`config.mk`:
```
export PLATFORM = sky130hd
export DESIGN_NAME = rle_block_encoder
export DESIGN_NICKNAME = d
export VERILOG_FILES = /design/src/rtl/rle_block_encoder_pkg.sv /design/src/rtl/rle_block_encoder.sv
export SDC_FILE = /design/constraint.sdc
export NUM_CORES = 2
export LEC_CHECK = 0
export ABC_AREA = 1
export CELL_PAD_IN_SITES_DETAIL_PLACEMENT = 1
export CELL_PAD_IN_SITES_GLOBAL_PLACEMENT = 1
export CORE_AREA = 2 2 405 407
export CTS_CLUSTER_SIZE = 25
export DETAILED_ROUTE_END_ITERATION = 6
export DIE_AREA = 0 0 407 409
export PLACE_DENSITY_LB_ADDON = 0.1
export REMOVE_ABC_BUFFERS = 1
export SLEW_MARGIN = 20
export SYNTH_ARGS = -nofsm -noshare
export SYNTH_HDL_FRONTEND = slang
export SYNTH_SLANG_ARGS = --single-unit
```
`constraint.sdc`:
```
create_clock -name clk -period 4.16 [get_ports clk]
set_input_delay 0.832 -clock clk [delete_from_list [all_inputs] [get_ports clk]]
set_output_delay 0.832 -clock clk [all_outputs]
set_load 0.005 [all_outputs]
```
`src/rtl/rle_block_encoder_pkg.sv`:
```
// Shared encoder definitions: pair layout, block geometry, EOB marker and FSM states.
// The downstream bitstream mux imports the same package so both sides agree on the pair format.
package rle_block_encoder_pkg;

   localparam int MAX_PAIRS = 64;
   localparam int COEFF_W   = 8;
   localparam int RUN_W     = 8;
   localparam int PAIR_W    = 16;
   localparam int BLOCK_W   = MAX_PAIRS * PAIR_W;
   localparam int CH_W      = 2;
   localparam int IDX_W     = 6;
   localparam int CNT_W     = 7;

   localparam int RUN_MSB = 15;
   localparam int RUN_LSB = 8;
   localparam int LVL_MSB = 7;
   localparam int LVL_LSB = 0;

   // A real pair always carries a nonzero level, so an all-zero pair can only mean end-of-block.
   localparam logic [PAIR_W-1:0] EOB_PAIR = 16'h0000;

   typedef enum logic [1:0] {
      S_SCAN = 2'd0,
      S_EMIT = 2'd1
   } state_e;

   function automatic logic [PAIR_W-1:0] make_pair(input logic [RUN_W-1:0]   run,
                                                   input logic [COEFF_W-1:0] lvl);
      logic [PAIR_W-1:0] p;
      p = '0;
      p[RUN_MSB:RUN_LSB] = run;
      p[LVL_MSB:LVL_LSB] = lvl;
      return p;
   endfunction

endpackage

```
`src/rtl/rle_block_encoder.sv`:
```
// Run-length encodes one 64-coefficient zig-zag block into {run,level} pairs and holds the
// packed result until the bitstream mux takes it.
module rle_block_encoder
   import rle_block_encoder_pkg::*;
(
   input  logic                 clk,
   input  logic                 rst_n,
   input  logic                 enable,
   input  logic [COEFF_W-1:0]   coeff_in,
   input  logic                 coeff_valid,
   input  logic [CH_W-1:0]      coeff_channel,
   output logic                 coeff_ready,
   output logic [BLOCK_W-1:0]   rle_block,
   output logic                 rle_valid,
   output logic [CNT_W-1:0]     pair_count,
   output logic [CH_W-1:0]      rle_channel_id,
   input  logic                 rle_ready,
   output logic [1:0]           dbg_state
);

   // Handshakes: a coefficient moves when coeff_valid && coeff_ready on a rising clk edge;
   // a block moves when rle_valid && rle_ready && enable on a rising clk edge. rle_valid and
   // all block outputs stay stable from assertion until that edge.

   state_e              state_q, state_d;
   logic [BLOCK_W-1:0]  blk_q, blk_d;
   logic [CNT_W-1:0]    pair_cnt_q, pair_cnt_d;
   logic [RUN_W-1:0]    zero_run_q, zero_run_d;
   logic [IDX_W-1:0]    idx_q, idx_d;
   logic [CH_W-1:0]     chan_q, chan_d;

   logic                accept;
   logic                handoff;
   logic                last_coeff;
   logic                coeff_nz;
   logic [9:0]          slot_base;

   assign coeff_ready = (state_q == S_SCAN) && enable;
   assign accept      = coeff_valid && coeff_ready;
   assign rle_valid   = (state_q == S_EMIT);
   assign handoff     = rle_valid && rle_ready && enable;

   assign last_coeff  = (idx_q == IDX_W'(MAX_PAIRS - 1));
   assign coeff_nz    = (coeff_in != '0);
   // pair_cnt never exceeds 63 before a write, so its low 6 bits address the slot.
   assign slot_base   = {pair_cnt_q[IDX_W-1:0], 4'b0000};

   assign rle_block      = blk_q;
   assign pair_count     = pair_cnt_q;
   assign rle_channel_id = chan_q;
   assign dbg_state      = state_q;

   always_comb begin
      state_d    = state_q;
      blk_d      = blk_q;
      pair_cnt_d = pair_cnt_q;
      zero_run_d = zero_run_q;
      idx_d      = idx_q;
      chan_d     = chan_q;

      case (state_q)
         S_SCAN: begin
            if (accept) begin
               if (idx_q == '0) begin
                  chan_d = coeff_channel;
               end
               if (coeff_nz) begin
                  blk_d[slot_base +: PAIR_W] = make_pair(zero_run_q, coeff_in);
                  pair_cnt_d                 = pair_cnt_q + 7'd1;
                  zero_run_d                 = '0;
               end else begin
                  zero_run_d = zero_run_q + 8'd1;
               end
               if (last_coeff) begin
                  // A trailing zero leaves a pending run, which is closed by EOB in the
                  // slot the zero would otherwise have needed.
                  if (!coeff_nz) begin
                     blk_d[slot_base +: PAIR_W] = EOB_PAIR;
                     pair_cnt_d                 = pair_cnt_q + 7'd1;
                  end
                  state_d = S_EMIT;
               end
               idx_d = idx_q + 6'd1;
            end
         end
         S_EMIT: begin
            if (handoff) begin
               blk_d      = '0;
               pair_cnt_d = '0;
               zero_run_d = '0;
               idx_d      = '0;
               state_d    = S_SCAN;
            end
         end
         default: begin
            state_d = S_SCAN;
         end
      endcase
   end

   always_ff @(posedge clk or negedge rst_n) begin
      if (!rst_n) begin
         state_q    <= S_SCAN;
         blk_q      <= '0;
         pair_cnt_q <= '0;
         zero_run_q <= '0;
         idx_q      <= '0;
         chan_q     <= '0;
      end else begin
         state_q    <= state_d;
         blk_q      <= blk_d;
         pair_cnt_q <= pair_cnt_d;
         zero_run_q <= zero_run_d;
         idx_q      <= idx_d;
         chan_q     <= chan_d;
      end
   end

endmodule
```
Word level (Yosys, flattened, before mapping)

Cells that the tools add are included.

Register bits after elaboration: 1,049
Bits of input ports: 15
Output and inout port bits: 1,037
Word-level logic and storage cells: 56

$add $sub $neg: 4
Eq/ne operators: 5
Shifts and indexed selects: 3
Multiplexer cells: 27
Reduce and logical (&&, ||, !) cells: 11

Operator list:

| cell                        | count |
|---|---|
| $mux 1024                   | 7 |
| $bwmux 1024                 | 2 |
| $pmux 1024 s2               | 1 |
| $shift 16x12->1024 const A  | 1 |
| $shiftx 16x12->1024         | 1 |
| $shiftx 16x12->1024 const A | 1 |
| $mux 7                      | 5 |
| $mux 8                      | 3 |
| $pmux 8 s2                  | 1 |
| $pmux 7 s2                  | 1 |
| $mux 6                      | 2 |
| $neg 10->12                 | 1 |
| $pmux 6 s2                  | 1 |
| $reduce_and 3->1            | 3 |
| $add 8x1->8 const B         | 1 |
| $reduce_bool 8->1           | 1 |
| $add 7x1->7 const B         | 1 |
| $add 6x1->6 const B         | 1 |
| $eq 6x6->1 const B          | 1 |
| $logic_not 6->1             | 1 |
| $mux 2                      | 3 |
| $logic_and 1x1->1           | 4 |
| $ne 2x2->1 const B          | 2 |
| $pmux 2 s2                  | 1 |
| other kinds (4)             | 4 |

Depth between registers and ports, before layout

Word-level depth: 11
Depth in mapped cells: 17
Depth with buffers taken out: 15

Worst setup path after synthesis

Ideal clock, no wire load.

Path kind: input port to flip-flop
Start: in coeff_in[3]
End: reg pair_cnt_q[0], in the netlist pair_count[0]
Setup time: 82 ps
Arrival time: 2,621 ps
Required time: 4,078 ps
Slack: 1,456 ps
Cell stages on the path: 11
Path buffers: 5
Cell sequence: clkbuf_1 > nor3_1 > nand2_2 > buf_4 > buf_2 > buf_2 > buf_1 > ha_1 > nand2_1 > nand2_1 > o22ai_1

Cells in the longest elaborated chain, start to end: 6

RTL lines:

| element              | line                     | text |
|---|---|---|
| start, declared      | rle_block_encoder.sv:9   | `input logic [COEFF_W-1:0] coeff_in,` |
| $reduce_bool 8->1 *  | rle_block_encoder.sv:44  | `assign coeff_nz = (coeff_in != '0);` |
| $mux 7               | rle_block_encoder.sv:67  | `if (coeff_nz) begin` |
| $mux 7               | rle_block_encoder.sv:77  | `if (!coeff_nz) begin` |
| $mux 7 *             | rle_block_encoder.sv:74  | `if (last_coeff) begin` |
| $mux 7 *             | rle_block_encoder.sv:63  | `if (accept) begin` |
| $pmux 7 s2 *         | rle_block_encoder.sv:61  | `case (state_q)` |
| end signal, assigned | rle_block_encoder.sv:112 | `pair_cnt_q <= pair_cnt_d;` |
| end, declared        | rle_block_encoder.sv:27  | `logic [CNT_W-1:0] pair_cnt_q, pair_cnt_d;` |

Every way passes the cells marked *; elsewhere a longest branch is shown, timed or not. The select of a mux whose other input is x is not followed.
A chain may end at the register's enable or synchronous reset.

Worst setup path in the final report

Start: reg pair_cnt_q[0], in the netlist pair_count[0]
End: reg blk_q[742], in the netlist rle_block[742]

Cells in the longest elaborated chain, start to end: 11
Elaborated cells on any way between the ends: 13
Classes of those cells: 1 x add/sub; 3 x shift; 9 x mux

RTL lines:

| element                                                   | line                                             | text |
|---|---|---|
| $neg 10->12 *                                             | rle_block_encoder.sv:68, rle_block_encoder.sv:78 |  |
| $shiftx 16x12->1024 or $shift 16x12->1024 (tied branches) | rle_block_encoder.sv:68, rle_block_encoder.sv:78 |  |
| $bwmux 1024                                               | rle_block_encoder.sv:68                          | `blk_d[slot_base +: PAIR_W] = make_pair(zero_run_q, coeff_in);` |
| $mux 1024                                                 | rle_block_encoder.sv:67                          |  |
| $mux 1024                                                 | rle_block_encoder.sv:63                          |  |
| $mux 1024                                                 | rle_block_encoder.sv:61                          |  |
| $bwmux 1024                                               | rle_block_encoder.sv:78                          | `blk_d[slot_base +: PAIR_W] = EOB_PAIR;` |
| $mux 1024                                                 | rle_block_encoder.sv:77                          |  |
| $mux 1024 *                                               | rle_block_encoder.sv:74                          |  |
| $mux 1024 *                                               | rle_block_encoder.sv:63                          |  |
| $pmux 1024 s2 *                                           | rle_block_encoder.sv:61                          |  |
| end signal, assigned                                      | rle_block_encoder.sv:111                         | `blk_q <= blk_d;` |
| end, declared                                             | rle_block_encoder.sv:26                          | `logic [BLOCK_W-1:0] blk_q, blk_d;` |

Marks and branches as above.

==> impl_metrics.yaml <==
place:
  port_buffers: 1050
  routabilityCongestion: 0.841
  placed_cell_area_um2: 60600
  hpwl_um: 187000
power_and_ir_drop:
  power_density_nw_per_um2: 667
  ir_drop_mv: 0.394
  p_leak_uw: 0.0301
  p_total_uw: 43200
global_route:
  grt.total_usage_pct: 31.3
  grt_first_pass_wirelength_um: 369000
  antenna_found_initial: 16
  grt_pass1_vias: 45900
  grt_max_degree: 149
  grt_overflow: 0
logic_synthesis:
  ys_ff_latch: 1048
  synth-main-ff-cell: "dfrtp_1"
  synth_top_area_cell: "dfrtp_1"
  synth_cell_type_count: 50
  synthCells: 5640
  ys_top_cells_by_count: "1742 x nand2_1, 1048 x dfrtp_1, 735 x inv_1, 420 x o22ai_1, 370 x nand3_1"
  async_flop_share_pct: 100
  ys.warnings.count: 0
  yosysMostFrequentCell: "nand2_1"
  synth.area.top_cells: "dfrtp_1 55%, nand2_1 14%, inv_1 5.8%"
  synth_seq_area_share_pct: 55.5
  yosysTopAreaCellShare_pct: 55.5
  syn_avg_cell_area_um2: 8.38
  synth-edff-count: 0
  synthesis.area_um2: 47300
route:
  first_iter_violations: 3287
  wire_per_inst_um: 29.8
  dr.pass1.iters: 5
  wirelength_um: 266000
  ant_nets: 0
  post_drt_via_cell_ratio: 5.12
  drcViolationCount: 0
  vias: 45800
floorplan:
  die_area_um2: 166000
  die_y_um: 409
  core_um2: 162000
  start_util_pct: 29.2
  rows: 148
  ios: 1052
  die_w_um: 407
run:
  max_cap_viol_count: 0
layout:
  fin_area_um2: 64800
  fin_nets: 6687
  area_growth_pct: 37.0
  drive_above_1_share_pct: 8.73
  fillers: 18900
sta:
  worst_pin_slew_ps: 1160
  final-setup-viol-count: 0
  fmax_ghz: 0.265
  slew_violations: 0
  fin_skew_ps: 49.1
  layout_min_cycle_time_ps: 3770
  hold_viol: 0
  fin_tns_setup_ps: 0
  period_share_pct: 90.5
  slew_headroom_pct: 22.3
  rsz0062_at_grt: "no"
setup_path:
  setup.worst_path.start: "pair_count[0]"
  cp.required_ps: 4760
  crit_type: "reg -> reg"
  end_kind: "flip-flop"
  timing.critical_path.buf_inv: 2
  cp.arrival_ps: 4370
  critPathMaxFanout: 16
  crit_path_cell_trace: "inv_4 > ha_1 > nand2_1 > o21ai_1 > nand2_4 > inv_2 > nand2_4 > nor2_1 > nand2_1 > a21oi_4 > o22ai_1"
  cp-start-kind: "flip-flop"
  r2r-start: "pair_count[0]"
  crit_path_max_incr_delay_ps: 800
  critical_path.top_delay_family: "simple AND/OR/NAND/NOR gates"
  worst_path_max_delay_cell: "a21oi_4"
clocking:
  cts_resized: 0
  cts.sinks: 1048
  clockBufferDepth: 3
  cts.clk_slew.worst_paths_ps: 60
  cts-root-buf: "clkbuf_16"
  cts_buffers: 131
  cts_tree: "built"
  cts_setup_buffers: 0
  cts_hold_buf: 0
  ctsHtreeMaxLevel: 4
  insertion_delay_ps: 770
outcome:
  outcome: "complete, no violations"
min_path:
  hold_path_class: "in -> async"
-- kinds of logic after synthesis --
logic type,after synthesis,share of synthesized area (%)
DFF,1048,55.5
buffers and inverters,1096,9.41
AOI/OAI and AO/OA,969,12.4
other,1,0.00793
adders and majority gates,7,0.185
and+or+nand+nor,2517,22.5
muxes,2,0.0476
-- metrics by stage --
step | hold WS, ps | cells | setup WS (ps) | utilization [%]
floorplan | 465 | 5316 | -2730 | -
global placement | 454 | 8707 | 441 | 37.4
detailed placement | 460 | 8707 | 413 | 37.4
CTS | 70.8 | 8934 | 454 | 40.0
global route | 87.5 | 8935 | 154 | 40.0
finish | 76.3 | 8941 | 394 | 40.0
-- final timing paths --
path | slack [ps] | end | cells after the start
setup reg to reg | 390 | rle_block[742] | 11
hold reg to reg | 470 | rle_block[920] | 2
setup / recovery | 390 | rle_block[742] | 11
hold / removal | 80 | rle_block[110] | 1
min in group clk | 470 | rle_block[920] | 2
max in group asynchronous | 2840 | rle_block[497] | 2
-- final cells by class --
class	count	area, um2	area share [%]
Sequential cell	1048	26200	40.5
Tap cell	2175	2720	4.20
Inverter	772	2930	4.52
Timing Repair Buffer	1216	12000	18.6
Clock buffer	195	3830	5.92
Antenna cell	7	17.5	0.0270
Multi-Input combinational cell	3496	16700	25.7
Clock inverter	32	340	0.526
-- report_power, final --
part | internal [uW] | switching [uW]
Combinational | 7380 | 8700
Clock | 6480 | 4880
Sequential | 13100 | 2630
Total | 27000 | 16200
-- layout by cell type (no fill, tap or decap), types with 28 or more instances in the layout --
| master | synthesis | layout |
|---|---|---|
| buf_4 | 31 | 142 |
| clkdlybuf4s50_1 | 0 | 1042 |
| clkbuf_1 | 142 | 35 |
| nand2_2 | 28 | 28 |
| o21ai_0 | 340 | 340 |
| nor2_1 | 226 | 224 |
| o211ai_1 | 83 | 83 |
| nand2_1 | 1742 | 1740 |
| inv_1 | 735 | 721 |
| nand4_1 | 43 | 43 |
| clkbuf_16 | 0 | 133 |
| o22ai_1 | 420 | 420 |
| nor2_2 | 33 | 32 |
| inv_2 | 27 | 38 |
| dfrtp_1 | 1048 | 1045 |
| o21ai_1 | 41 | 41 |
| o21ai_2 | 35 | 35 |
| nand3_1 | 370 | 370 |
-- state kept, by name, indices dropped and copies added (netlist names) --
signal,cells
rle_channel_id,2
zero_run_q,8
rle_block,1024
idx_q,6
pair_count,7
dbg_state,1
-- routing by layer --
metal	track usage, %	up-vias	routed length, um
met3	7.70	366	18900
met1	40.0	23700	111000
met4	13.8	2	12500
met2	50.1	1524	124000
li1	-	20200	-
met5	0	-	20
No activity file was read; power rests on OpenSTA's default activity.
